`src/rtl/tpu_instr_sequencer.sv`:
```
// TPU instruction sequencer: buffers 64-bit host instructions in a small FIFO
// and dispatches them one per cycle, driving unified-buffer read commands,
// VPU routing and systolic weight switching, with WAIT stalls and HALT.
module tpu_instr_sequencer #(
  parameter int FIFO_DEPTH = 4
) (
  input  logic                            clk,
  input  logic                            rst,
  input  logic [63:0]                     instr_in,
  input  logic                            instr_valid_in,
  output logic                            instr_ready_out,
  input  logic                            run_in,
  input  logic                            clear_in,
  output logic                            ub_rd_start_out,
  output logic                            ub_rd_transpose_out,
  output logic [8:0]                      ub_ptr_select_out,
  output logic [15:0]                     ub_rd_addr_out,
  output logic [15:0]                     ub_rd_row_size_out,
  output logic [15:0]                     ub_rd_col_size_out,
  output logic [3:0]                      vpu_data_pathway_out,
  output logic                            sys_switch_out,
  output logic [$clog2(FIFO_DEPTH):0]     fifo_count_out,
  output logic                            busy_out,
  output logic                            halted_out,
  output logic                            err_out
);

  localparam int PTR_W = $clog2(FIFO_DEPTH);
  localparam int CNT_W = PTR_W + 1;

  localparam logic [3:0] OP_NOP    = 4'd0;
  localparam logic [3:0] OP_RD     = 4'd1;
  localparam logic [3:0] OP_PATH   = 4'd2;
  localparam logic [3:0] OP_SWITCH = 4'd3;
  localparam logic [3:0] OP_WAIT   = 4'd4;
  localparam logic [3:0] OP_HALT   = 4'd5;

  typedef enum logic [1:0] {
    S_RUN    = 2'd0,
    S_STALL  = 2'd1,
    S_HALTED = 2'd2
  } state_e;

  // FIFO storage and bookkeeping
  logic [63:0]      fifo_mem [FIFO_DEPTH];
  logic [PTR_W-1:0] wr_ptr_q, wr_ptr_d;
  logic [PTR_W-1:0] rd_ptr_q, rd_ptr_d;
  logic [CNT_W-1:0] count_q, count_d;

  // Control state
  state_e           state_q, state_d;
  logic [15:0]      wait_cnt_q, wait_cnt_d;
  logic             err_q, err_d;

  // Registered dispatch outputs
  logic             rd_start_q, rd_start_d;
  logic             transpose_q, transpose_d;
  logic [8:0]       ptr_sel_q, ptr_sel_d;
  logic [15:0]      addr_q, addr_d;
  logic [15:0]      row_q, row_d;
  logic [15:0]      col_q, col_d;
  logic [3:0]       path_q, path_d;
  logic             switch_q, switch_d;

  logic             fifo_full;
  logic             fifo_empty;
  logic             push;
  logic             pop;
  logic [63:0]      head;
  logic             unused_bits;

  assign fifo_full  = (count_q == CNT_W'(FIFO_DEPTH));
  assign fifo_empty = (count_q == '0);
  // Ready depends only on occupancy, so a full FIFO never accepts even when
  // the head is being popped in the same cycle.
  assign push       = instr_valid_in && !fifo_full;
  assign head       = fifo_mem[rd_ptr_q];
  // RD bits [49:48] carry no meaning.
  assign unused_bits = ^head[49:48];

  // Instruction storage write port
  // NOTE: the storage array is deliberately not reset; count and pointers alone
  // decide which entries are valid, so clearing them empties the FIFO.
  always_ff @(posedge clk) begin
    if (push) begin
      fifo_mem[wr_ptr_q] <= instr_in;
    end
  end

  // Dispatch decode, FIFO pointer update and next-state logic
  // NOTE: every variable gets a default at the top so no path leaves one
  // unassigned, which would otherwise infer a latch.
  always_comb begin
    state_d     = state_q;
    wait_cnt_d  = wait_cnt_q;
    err_d       = err_q;
    rd_start_d  = 1'b0;
    switch_d    = 1'b0;
    transpose_d = transpose_q;
    ptr_sel_d   = ptr_sel_q;
    addr_d      = addr_q;
    row_d       = row_q;
    col_d       = col_q;
    path_d      = path_q;
    pop         = 1'b0;

    if (clear_in) begin
      err_d = 1'b0;
    end

    case (state_q)
      S_RUN: begin
        if (run_in && !fifo_empty) begin
          pop = 1'b1;
          case (head[63:60])
            OP_NOP: ;
            OP_RD: begin
              rd_start_d  = 1'b1;
              transpose_d = head[59];
              ptr_sel_d   = head[58:50];
              addr_d      = head[47:32];
              row_d       = head[31:16];
              col_d       = head[15:0];
            end
            OP_PATH:   path_d   = head[3:0];
            OP_SWITCH: switch_d = 1'b1;
            OP_WAIT: begin
              if (head[15:0] != 16'd0) begin
                state_d    = S_STALL;
                wait_cnt_d = head[15:0];
              end
            end
            OP_HALT:   state_d  = S_HALTED;
            default:   err_d    = 1'b1;
          endcase
        end
      end
      S_STALL: begin
        // Counts down regardless of run_in; the last stall cycle hands back to RUN.
        if (wait_cnt_q == 16'd1) begin
          state_d    = S_RUN;
          wait_cnt_d = 16'd0;
        end else begin
          wait_cnt_d = wait_cnt_q - 16'd1;
        end
      end
      S_HALTED: begin
        if (clear_in) begin
          state_d = S_RUN;
        end
      end
      default: state_d = S_RUN;
    endcase

    wr_ptr_d = push ? wr_ptr_q + 1'b1 : wr_ptr_q;
    rd_ptr_d = pop  ? rd_ptr_q + 1'b1 : rd_ptr_q;
    count_d  = count_q + CNT_W'(push) - CNT_W'(pop);
  end

  // State and output registers, cleared asynchronously
  // NOTE: sequential state uses non-blocking assignments only, so every
  // register samples the pre-edge values computed above.
  always_ff @(posedge clk or negedge rst) begin
    if (!rst) begin
      wr_ptr_q    <= '0;
      rd_ptr_q    <= '0;
      count_q     <= '0;
      state_q     <= S_RUN;
      wait_cnt_q  <= '0;
      err_q       <= 1'b0;
      rd_start_q  <= 1'b0;
      transpose_q <= 1'b0;
      ptr_sel_q   <= '0;
      addr_q      <= '0;
      row_q       <= '0;
      col_q       <= '0;
      path_q      <= '0;
      switch_q    <= 1'b0;
    end else begin
      wr_ptr_q    <= wr_ptr_d;
      rd_ptr_q    <= rd_ptr_d;
      count_q     <= count_d;
      state_q     <= state_d;
      wait_cnt_q  <= wait_cnt_d;
      err_q       <= err_d;
      rd_start_q  <= rd_start_d;
      transpose_q <= transpose_d;
      ptr_sel_q   <= ptr_sel_d;
      addr_q      <= addr_d;
      row_q       <= row_d;
      col_q       <= col_d;
      path_q      <= path_d;
      switch_q    <= switch_d;
    end
  end

  assign instr_ready_out      = !fifo_full;
  assign fifo_count_out       = count_q;
  assign ub_rd_start_out      = rd_start_q;
  assign ub_rd_transpose_out  = transpose_q;
  assign ub_ptr_select_out    = ptr_sel_q;
  assign ub_rd_addr_out       = addr_q;
  assign ub_rd_row_size_out   = row_q;
  assign ub_rd_col_size_out   = col_q;
  assign vpu_data_pathway_out = path_q;
  assign sys_switch_out       = switch_q;
  assign err_out              = err_q;
  assign halted_out           = (state_q == S_HALTED);
  assign busy_out             = (state_q == S_STALL) ||
                                ((state_q == S_RUN) && run_in && !fifo_empty);

endmodule

```
`config.mk`:
```
export PLATFORM = sky130hd
export DESIGN_NAME = tpu_instr_sequencer
export DESIGN_NICKNAME = d
export VERILOG_FILES = /design/src/rtl/tpu_instr_sequencer.sv
export SDC_FILE = /design/constraint.sdc
export NUM_CORES = 1
export LEC_CHECK = 0
export BUFFER_PORTS_ARGS = -buffer_cell sky130_fd_sc_hd__buf_2
export CELL_PAD_IN_SITES_DETAIL_PLACEMENT = 1
export CELL_PAD_IN_SITES_GLOBAL_PLACEMENT = 1
export CORE_UTILIZATION = 57
export CTS_BUF_LIST = sky130_fd_sc_hd__clkbuf_4 sky130_fd_sc_hd__clkbuf_8
export DETAILED_ROUTE_END_ITERATION = 8
export PLACE_DENSITY = 0.91
export SYNTH_ARGS = -nofsm -noshare
export SYNTH_HDL_FRONTEND = slang
export SYNTH_SLANG_ARGS = --single-unit
```
`constraint.sdc`:
```
create_clock -name clk -period 5.7 [get_ports clk]
set_input_delay 0.57 -clock clk [delete_from_list [all_inputs] [get_ports clk]]
set_output_delay 0.57 -clock clk [all_outputs]
set_load 0.01 [all_outputs]
```
==> results.md, run 1 <==
* Fillcell total at 1918
* Area Growth Syn to Fin at 15.5%
* DR vias/cell at 6.05
* H-tree depth at 2
* Cell leakage power at 5.79 nW
* GRT met3 Usage at 7.07%
* Crit path buf inv count at 1
* Chip Width at 154 um
* Crit path required time at 6.14 ns
* Maximum vdd ir drop at 0.287 mV
* Total negative slack at 0 ns
* Post-place setup slack at 2.07 ns
* Mapped Area at 13200 um2
* Critical Path AT at 4.03 ns
* DP HPWL at 18000 um
* Post-Synthesis Net Count at 753
* CTS tree: done
* Maxcap violations at 0
* CTS Buffer Depth at 3
* Initial antenna violation count at 3
* Total grt overflow at 0
* Skew-Pair Late Insertion Delay at 0.58 ns
* Post-route setup slack at 2.11 ns
* GRT Max-Usage Layer: met2
* DRT Wirelength at 30300 um
* Critical path class: register to register
* Setup bufs post-CTS at 0
* Max Clock Freq at 0.278 GHz
* End of the worst register-to-register path: ub_ptr_select_out[6]
* Post-synth EDFFs at 248
* Final hold violations at 0
* Via count of the routed design at 7097
* Reg clk slew, reported paths at 0.06 ns
* FF+latch area at 9700 um2
* Ys Warns at 0
* Initial DRC count at 419
* Status: completed
* Port Buffers at 137
* Share of cells above drive strength 1 at 41.6%
* DR pass1 iterations at 5
* Min Clock Period, post-route at 3.59 ns
* Total power at 8.30 mW
* Clock root cell: clkbuf_8
* Multi-input gate area at 3280 um2
* Reg2Reg Depth at 4
* Library cells used by synthesis at 61
* Core area at 22600 um2
* Top post-synthesis cells by area: edfxtp_1 (56%), dfrtp_1 (17%), mux4_2 (10%)
* Hold_buf cts at 0
* Startpoint Class: register
* I/O pin count at 140
* TritonCTS buffer count at 53
* Least-Margin Pin Slew at 1.08 ns
* Rel. slew slack at 27.7%
* Delay of the slowest critical-path stage at 1.08 ns
* Gpl congestion at 0.888
* Final setup fails at 0
* Total Nets Final at 921
* Crit share post-route at 63.1%
* Sequential fraction of the synthesis area at 73.6%
* Wirelength per Cell at 25.8 um
* Asr flop ratio synth at 26.6%
* Starting Density at 58.2%
* Worst-path cell with the longest stage delay: dfrtp_2
* Crit-path cells: buf_4 -> mux4_2 -> nand3_4 -> mux2_2
* Syn_area_per_cell at 19.5 um2
* Clock sinks at 338
* Die height at 154 um
* Number of global-route vias before repair at 7842
* Global routing usage on met1 at 33.4%
* Die area at 23700 um2
* RSZ-0062 raised after global routing: no
* Gr usage total at 26.6%
* DRC Markers at 0
* Element type at the critical path end: register
* First-pass GRT wire length at 46800 um
* Ys flop type: edfxtp_1
* Synth top area share at 56.5%
* Std-Cell Rows at 55
* Met2 GRT Util at 45.4%
* Max FO, Critical Path at 59
* Largest net degree at the start of global routing at 63
* Setup Skew at 0.0226 ns
* Yosys reg bits at 338
* Hold slack at 0.0447 ns
* Max Slew Vio Count at 0
* Leading area contributor after synthesis: edfxtp_1
* Pwr Density at 545 nW/um2
* Antenna Nets Post-Route at 0
* Delay-heaviest family, CP: flip-flops
* Mapped Cells at 675
* Worst min-delay path class: primary input to async pin
* Register-to-Register Setup Slack at 2.11 ns
* Cts repair resizes at 0
* RR Startpoint: rd_ptr_q[1]
## cells in the mapped netlist (2+ instances only)
| master | number |
|---|---|
| a221oi_1 | 3 |
| a32o_1 | 2 |
| buf_2 | 12 |
| xnor2_1 | 4 |
| nor2_1 | 19 |
| o221a_2 | 2 |
| mux4_2 | 61 |
| buf_4 | 3 |
| dfrtp_1 | 90 |
| nand4_1 | 2 |
| o31ai_1 | 2 |
| edfxtp_1 | 248 |
| and3_1 | 5 |
| o211ai_1 | 4 |
| a21oi_1 | 3 |
| o32ai_1 | 3 |
| nor4_1 | 2 |
| buf_6 | 2 |
| nor3_1 | 6 |
| a22oi_1 | 7 |
| o2111ai_1 | 2 |
| mux2_2 | 62 |
| a32oi_1 | 6 |
| a221o_1 | 4 |
| o31a_1 | 2 |
| buf_1 | 3 |
| o22ai_1 | 6 |
| and2_1 | 2 |
| mux2i_1 | 5 |
| nand2_1 | 13 |
| ha_1 | 8 |
| nor2b_1 | 3 |
| clkbuf_1 | 8 |
| inv_1 | 24 |
| o21ai_0 | 4 |
| nor4_2 | 4 |
| nand3_1 | 14 |
| or3_1 | 2 |
## sequential cells by signal, indices dropped and copies added (netlist names)
| register | flops |
|---|---|
| wr_ptr_q | 2 |
| ub_rd_col_size_out | 16 |
| fifo_count_out | 3 |
| ub_ptr_select_out | 9 |
| err_out | 1 |
| sys_switch_out | 1 |
| ub_rd_transpose_out | 1 |
| wait_cnt_q | 16 |
| state_q | 2 |
| fifo_mem | 248 |
| vpu_data_pathway_out | 4 |
| ub_rd_start_out | 1 |
| ub_rd_addr_out | 16 |
| rd_ptr_q | 2 |
| ub_rd_row_size_out | 16 |
## where the power goes
| part | switching (mW) | total, mW | internal [mW] | leakage, nW |
|---|---|---|---|---|
| sequential | 0.480 | 3.83 | 3.35 | 3.41 |
| clock | 0.945 | 2.03 | 1.09 | 0.574 |
| combinational | 1.32 | 2.44 | 1.12 | 1.81 |
## per-stage QoR
step                      cell area, um2  std cells  util [%]
final                              15200       1174      67.2
after floorplan                    13200        675         -
after detailed placement           14100       1073      62.5
after global placement             14100       1073      62.5
after CTS                          15200       1172      67.2
after global routing               15200       1172      67.2
## how the worst max path moves through the flow
stage | slack [ns] | startpoint | cells after the start | end
final | 2.11 | rd_ptr_q[1] | 4 | ub_ptr_select_out[6]
after global routing | 1.89 | rd_ptr_q[0] | 4 | ub_ptr_select_out[6]
after CTS | 2.06 | rd_ptr_q[0] | 4 | ub_ptr_select_out[6]
after detailed placement | 2.07 | rd_ptr_q[1] | 4 | ub_ptr_select_out[6]
after global placement | 2.19 | rd_ptr_q[1] | 4 | ub_rd_row_size_out[15]
after floorplan | 3.03 | fifo_count_out[1] | 3 | fifo_mem[1][0]
## cell usage in the layout (no fill, tap or decap), drive strengths merged, types with 7 or more instances in the layout
cell / Yosys / routed
nand3: 14 / 14
a22oi: 7 / 7
nand2: 13 / 13
dfrtp: 90 / 90
clkinv: 0 / 20
nor2: 19 / 19
inv: 24 / 26
mux2: 62 / 62
edfxtp: 248 / 248
clkbuf: 8 / 77
buf: 20 / 141
mux4: 61 / 61
ha: 8 / 8
## routing by layer
metal	wire, um	vias to the layer above
li1	-	3076
met1	12000	3691
met2	15600	263
met3	1960	65
met4	695	2
met5	10	-
## area by class of cell
type / count / share of cell area (%)
diodes: 2 / 0.0329
clock inverters: 22 / 0.707
well taps: 285 / 2.34
multi-input cells: 285 / 21.5
flip-flops and latches: 338 / 63.8
repair buffers: 141 / 4.72
clock buffers: 77 / 6.30
inverters: 24 / 0.592
## logic make-up after synthesis
logic type,count (synthesis),share of synthesized area [%]
DFF,338,73.6
muxes,128,16.1
and+or+nand+nor,83,3.52
AOI/OAI and AO/OA,60,3.77
buffers and inverters,52,1.79
adders and majority gates,9,0.911
xor gates and xnor gates,5,0.332
No activity file was read; power rests on OpenSTA's default activity.
==> run 2: changes to the inputs <==
CORE_UTILIZATION = 52   (was 57)
PLACE_DENSITY = 0.84   (was 0.91)
clock period = 3.5 ns   (was 5.7 ns; I/O delays follow)
==> run 2 against run 1 <==
Compared with the run above:
- first-iteration DRC count increased by 24%
- register-to-register slack got worse by 1.6 ns
- sequential share of layout area decreased by 3.7 points
- die area increased by 9.5%
- worst setup slack got worse by 1.6 ns
- sequential power increased by 61%
- core utilization decreased by 1.5 points
- combinational power increased by 76%
- via count increased by 6.5%
- largest cell class unchanged
- wire length increased by 13%
- critical endpoint is now wait_cnt_q[12]
- clock-buffer cell count decreased by 2
==> results.md, run 2 (synthesized netlist as in run 1, its figures left out) <==
* Maxcap violations at 0
* Worst hold endpoint: wr_ptr_q[0]
* Wirelength per Cell at 26.5 um
* Commonest non-fill, non-tap cell in the layout: edfxtp_1
* Register-to-Register Setup Slack at 0.51 ns
* Element type at the critical path end: register
* Number of global-route vias before repair at 8551
* Skew-Pair Late Insertion Delay at 0.60 ns
* Total power at 14.2 mW
* Reg2Reg Depth at 6
* End of the worst register-to-register path: wait_cnt_q[12]
* H-tree depth at 2
* Die height at 161 um
* Worst min-delay path class: primary input to register
* Fillcell total at 2145
* RR Startpoint: rd_ptr_q[0]
* Crit path required time at 3.97 ns
* Core area at 24600 um2
* Setup Skew at 0.0205 ns
* Initial antenna violation count at 2
* Least-Margin Pin Slew at 1.04 ns
* Maximum vdd ir drop at 0.528 mV
* I/O pin count at 140
* Std-Cell Rows at 57
* Final hold violations at 0
* Max FO, Critical Path at 20
* Biggest register: fifo_mem
* DP HPWL at 18800 um
* Port Buffers at 137
* Starting Density at 53.6%
* Total grt overflow at 0
* Worst-path cell with the longest stage delay: dfrtp_4
* First-pass GRT wire length at 52100 um
* DR vias/cell at 5.85
* Initial DRC count at 520
* Pwr Density at 880 nW/um2
* Delay-heaviest family, CP: simple AND/OR/NAND/NOR gates
* Reg clk slew, reported paths at 0.07 ns
* Delay of the slowest critical-path stage at 0.67 ns
* Share of cells above drive strength 1 at 40.8%
* Clock sinks at 338
* Crit share post-route at 85.3%
* Chip Width at 161 um
* Rel. slew slack at 30.7%
* Area Growth Syn to Fin at 22.7%
* Worst Hold Launch: instr_valid_in
* Die area at 26000 um2
* Total negative slack at 0 ns
* Startpoint Class: register
* Crit path buf inv count at 1
* Largest register FFs at 248
* Cts repair resizes at 0
* Critical Path AT at 3.46 ns
* Max Slew Vio Count at 0
* Total Nets Final at 999
* CTS Buffer Depth at 3
* Via count of the routed design at 7556
* DRC Markers at 0
* Crit-path cells: buf_4 -> mux4_2 -> nor4_1 -> and2_1 -> a21oi_4 -> a221o_1
* Cell leakage power at 6.20 nW
* RSZ-0062 raised after global routing: no
* Largest net degree at the start of global routing at 67
* Antenna Nets Post-Route at 0
* Gr usage total at 27.3%
* Max Clock Freq at 0.335 GHz
* Status: completed
* Min Clock Period, post-route at 2.99 ns
* Gpl congestion at 0.838
* Clock root cell: clkbuf_8
* CTS tree: done
* TritonCTS buffer count at 55
* Critical path class: register to register
* Final setup fails at 0
* Most frequent cells in the layout: edfxtp_1 (248), buf_2 (136), dfrtp_1 (88), clkbuf_8 (64), dlygate4sd3_1 (64)
* DRT Wirelength at 34300 um
* Hold Path Depth at 3
* DR pass1 iterations at 4
==> run 2: cell types whose count changed in the layout (fill, tap and decap cells not counted), sizes merged <==
cell / previous run / this run
clkbuf: 77 / 75
inv: 26 / 24
buf: 141 / 153
clkinvlp: 0 / 2
clkinv: 20 / 22
bufinv: 0 / 4
diode: 2 / 1
dlygate4sd3: 0 / 64
==> run 2: worst max path at each step <==
| stage | startpoint | end | slack, ns | depth (start not counted) |
|---|---|---|---|---|
| after floorplan | fifo_count_out[1] | fifo_mem[1][0] | 0.83 | 3 |
| after global placement | rd_ptr_q[0] | wait_cnt_q[14] | 0.58 | 6 |
| after detailed placement | rd_ptr_q[0] | wait_cnt_q[14] | 0.53 | 6 |
| after CTS | rd_ptr_q[0] | wait_cnt_q[12] | 0.51 | 6 |
| after global routing | rd_ptr_q[0] | wait_cnt_q[12] | 0.36 | 6 |
| final | rd_ptr_q[0] | wait_cnt_q[12] | 0.51 | 6 |
==> run 2: per-layer routing <==
layer  share of wire [%]  track usage, %  vias to the layer above
met1                  39            33.9                     3926
met2                  52            46.6                      315
met3                 6.2            6.03                       87
met4                 3.3            11.6                        2
met5               0.032               0                        -
li1                    -               -                     3226
==> run 2: stage by stage <==
stage / worst slack, ns / instance area [um2] / cells / hold slack (ns) / util [%]
6_report: 0.514 / 16200 / 1292 / 0.241 / 65.7
2_1_floorplan: 0.827 / 13200 / 675 / 0.0544 / -
3_3_place_gp: 0.581 / 14300 / 1124 / 0.484 / 58.1
3_5_place_dp: 0.534 / 14300 / 1124 / 0.489 / 58.1
5_1_grt: 0.360 / 16200 / 1292 / 0.267 / 65.7
4_1_cts: 0.515 / 16200 / 1291 / 0.200 / 65.7
==> run 2: tightest hold or removal path: cells and delay by family <==
kind,cells,cell delay [ns]
AND/OR/NAND/NOR,1,0.22
buffers and inverters,1,0.13
XOR/XNOR,1,0.08
==> run 2: layout make-up <==
type / instances / area [um2] / area share, %
diodes: 1 / 2.50 / 0.0155
clock buffers: 75 / 963 / 5.96
clock inverters: 28 / 265 / 1.64
inverters: 24 / 90.1 / 0.557
multi-input cells: 285 / 3280 / 20.3
flip-flops and latches: 338 / 9700 / 60.0
well taps: 324 / 405 / 2.51
repair buffers: 217 / 1460 / 9.04
==> run 2: power by group <==
part,switching [mW],internal [mW],total (mW)
Clock,1.67,2.11,3.78
Sequential,0.697,5.46,6.16
Combinational,2.36,1.93,4.29
Total,4.73,9.50,14.2
==> run 2: what timing repair did <==
item / in CTS / in global routing
setup endpoints to repair: 0 / 0
endpoints found under the hold margin: 313 / 0
buffers inserted: 0 / 0
hold buffers: 64 / 0
==> run 3: changes to the inputs <==
CORE_ASPECT_RATIO = 1.4   (was unset)
CORE_UTILIZATION = 47   (was 52)
PLACE_DENSITY = 0.8   (was 0.84)
clock period = 2.44 ns   (was 3.5 ns; I/O delays follow)
==> run 3 against run 2 <==
Compared with the run above:
- the flow now finishes with violations (setup timing)
- fmax is 22% higher
- combinational power is 73% higher
- worst hold slack worse by 0.034 ns
- clock skew is 0.013 ns higher
- final cell count is 8.5% higher
- final area is 4.4% higher
- die area is 11% higher
- global-route usage is 3.4 points lower
- sequential cell count stayed put
- critical path type unchanged
- critical endpoint unchanged
==> results.md, run 3 (synthesized netlist as in run 1, its figures left out) <==
* Crit path required time at 2.90 ns
* Crit share post-route at 100%
* Final hold violations at 0
* Commonest non-fill, non-tap cell in the layout: edfxtp_1
* Placed Area at 15000 um2
* Core area at 27600 um2
* Final Cell Area at 16900 um2
* CTS tree: done
* Element type at the critical path end: register
* Pwr Density at 1230 nW/um2
* Hold slack at 0.207 ns
* End of the worst register-to-register path: wait_cnt_q[12]
* GRT Max-Usage Layer: met2
* DP HPWL at 19300 um
* Failing checks: setup timing
* Crit path from: rd_ptr_q[0]
* Number of global-route vias before repair at 8795
* First-pass GRT wire length at 50700 um
* Min Clock Period, post-route at 2.44 ns
* H-tree depth at 2
* Total grt overflow at 0
* Max Slew Vio Count at 0
* Hold Path Depth at 3
* RSZ-0062 raised after global routing: yes
* Rel. slew slack at 58.9%
* Register-to-Register Setup Slack at -0.003 ns
* Clock root cell: clkbuf_8
* CTS Buffer Depth at 3
* Reg clk slew, reported paths at 0.07 ns
* Cell leakage power at 6.55 nW
* Initial DRC count at 336
* Wirelength per Cell at 23.6 um
* Die height at 200 um
* Gr usage total at 23.9%
* Antenna Nets Post-Route at 0
* Least-Margin Pin Slew at 0.608 ns
* Startpoint Class: register
* Critical path class: register to register
* Share of cells above drive strength 1 at 45.9%
* I/O pin count at 140
* Most frequent cells in the layout: edfxtp_1 (248), buf_2 (136), dfrtp_1 (88), buf_4 (72), dlygate4sd3_1 (64)
* Worst min-delay path class: primary input to register
* DRT Wirelength at 33100 um
* Biggest register: fifo_mem
* Largest register FFs at 248
* Worst Hold Launch: instr_valid_in
* Skew-Pair Late Insertion Delay at 0.59 ns
* Std-Cell Rows at 72
* Area Growth Syn to Fin at 28.1%
* Largest net degree at the start of global routing at 56
* Reg2Reg Depth at 7
* Total Nets Final at 1068
* Util after Layout at 61.3%
* Worst hold endpoint: wr_ptr_q[0]
* Clock sinks at 338
* Starting Density at 47.8%
* Final setup fails at 1
* DRC Markers at 0
* Chip Width at 144 um
* Post-route setup slack at -0.00309 ns
* Die area at 28700 um2
* DR pass1 iterations at 6
* Initial antenna violation count at 2
* Max FO, Critical Path at 5
* Max Clock Freq at 0.409 GHz
* DR vias/cell at 5.49
* Met2 GRT Util at 42.6%
* Port Buffers at 137
* Maxcap violations at 0
* Critical Path AT at 2.91 ns
* TritonCTS buffer count at 51
* Status: finished with violations
* Total power at 20.8 mW
* Global routing usage on met1 at 27.6%
* GRT met3 Usage at 5.47%
* Setup Skew at 0.0340 ns
* RR Startpoint: rd_ptr_q[0]
* Maximum vdd ir drop at 0.905 mV
* Via count of the routed design at 7697
* Gpl congestion at 0.896
[run 3: cell types whose count changed in the layout (fill, tap and decap cells not counted), moves of 4 or more]
cell and change:
buf_6 +7, buf_12 +9, clkinv_2 -13, clkbuf_4 +12, buf_4 +56, clkbuf_8 -6, clkinv_1 +4
[run 3: worst max path at each step]
stage | endpoint | cells past startpoint
4_1_cts | wait_cnt_q[3] | 8
3_3_place_gp | wait_cnt_q[12] | 8
5_1_grt | wait_cnt_q[14] | 7
6_report | wait_cnt_q[12] | 7
2_1_floorplan | fifo_count_out[2] | 9
3_5_place_dp | wait_cnt_q[12] | 8
[run 3: final cells by class]
cell class | count | area, um2
antenna | 1 | 2.50
multi-input combinational | 285 | 3410
sequential | 338 | 9710
fill | 2514 | 10700
tap | 370 | 463
inverter | 24 | 90.1
clock buffer | 81 | 971
timing repair buffer | 290 | 2170
clock inverter | 13 | 85.1
[run 3: worst max-delay path, stage by stage, from the launching register on]
cell	delay (ns)
dfrtp_4	0.47
buf_6	0.14
mux4_2	0.54
nor4_4	0.29
buf_4	0.18
and4bb_2	0.30
a21oi_4	0.10
a221o_1	0.32
[run 3: metrics by stage]
step / setup TNS, ns / cells / setup slack, ns
2_1_floorplan: 0 / 675 / 0.193
3_3_place_gp: -0.268 / 1235 / -0.0782
3_5_place_dp: -2.55 / 1235 / -0.169
4_1_cts: 0 / 1393 / 0.00475
5_1_grt: -0.410 / 1402 / -0.0632
6_report: -0.00309 / 1402 / -0.00309
[run 3: layer usage]
metal  share of wire, %  vias up  routed length [um]
met2                 53      218               17700
met3                5.5       75                1840
met1                 38     4039               12600
met5              0.039        -                  13
li1                   -     3363                   -
met4                2.9        2                 969
[run 3: what timing repair did]
item | 4_1_cts | 5_1_grt
setup buffers | 1 | 7
pin swaps | 2 | 7
hold buffers | 64 | 0
cloned | 0 | 1
endpoints found under the hold margin | 285 | 0
setup endpoints to repair | 78 | 18
gates resized for setup | 8 | 21
[run 3: where the power goes]
group | switching, mW | internal [mW] | leakage [nW]
logic | 3.80 | 3.63 | 2.58
clock network | 2.20 | 2.63 | 0.566
registers | 0.725 | 7.82 | 3.41
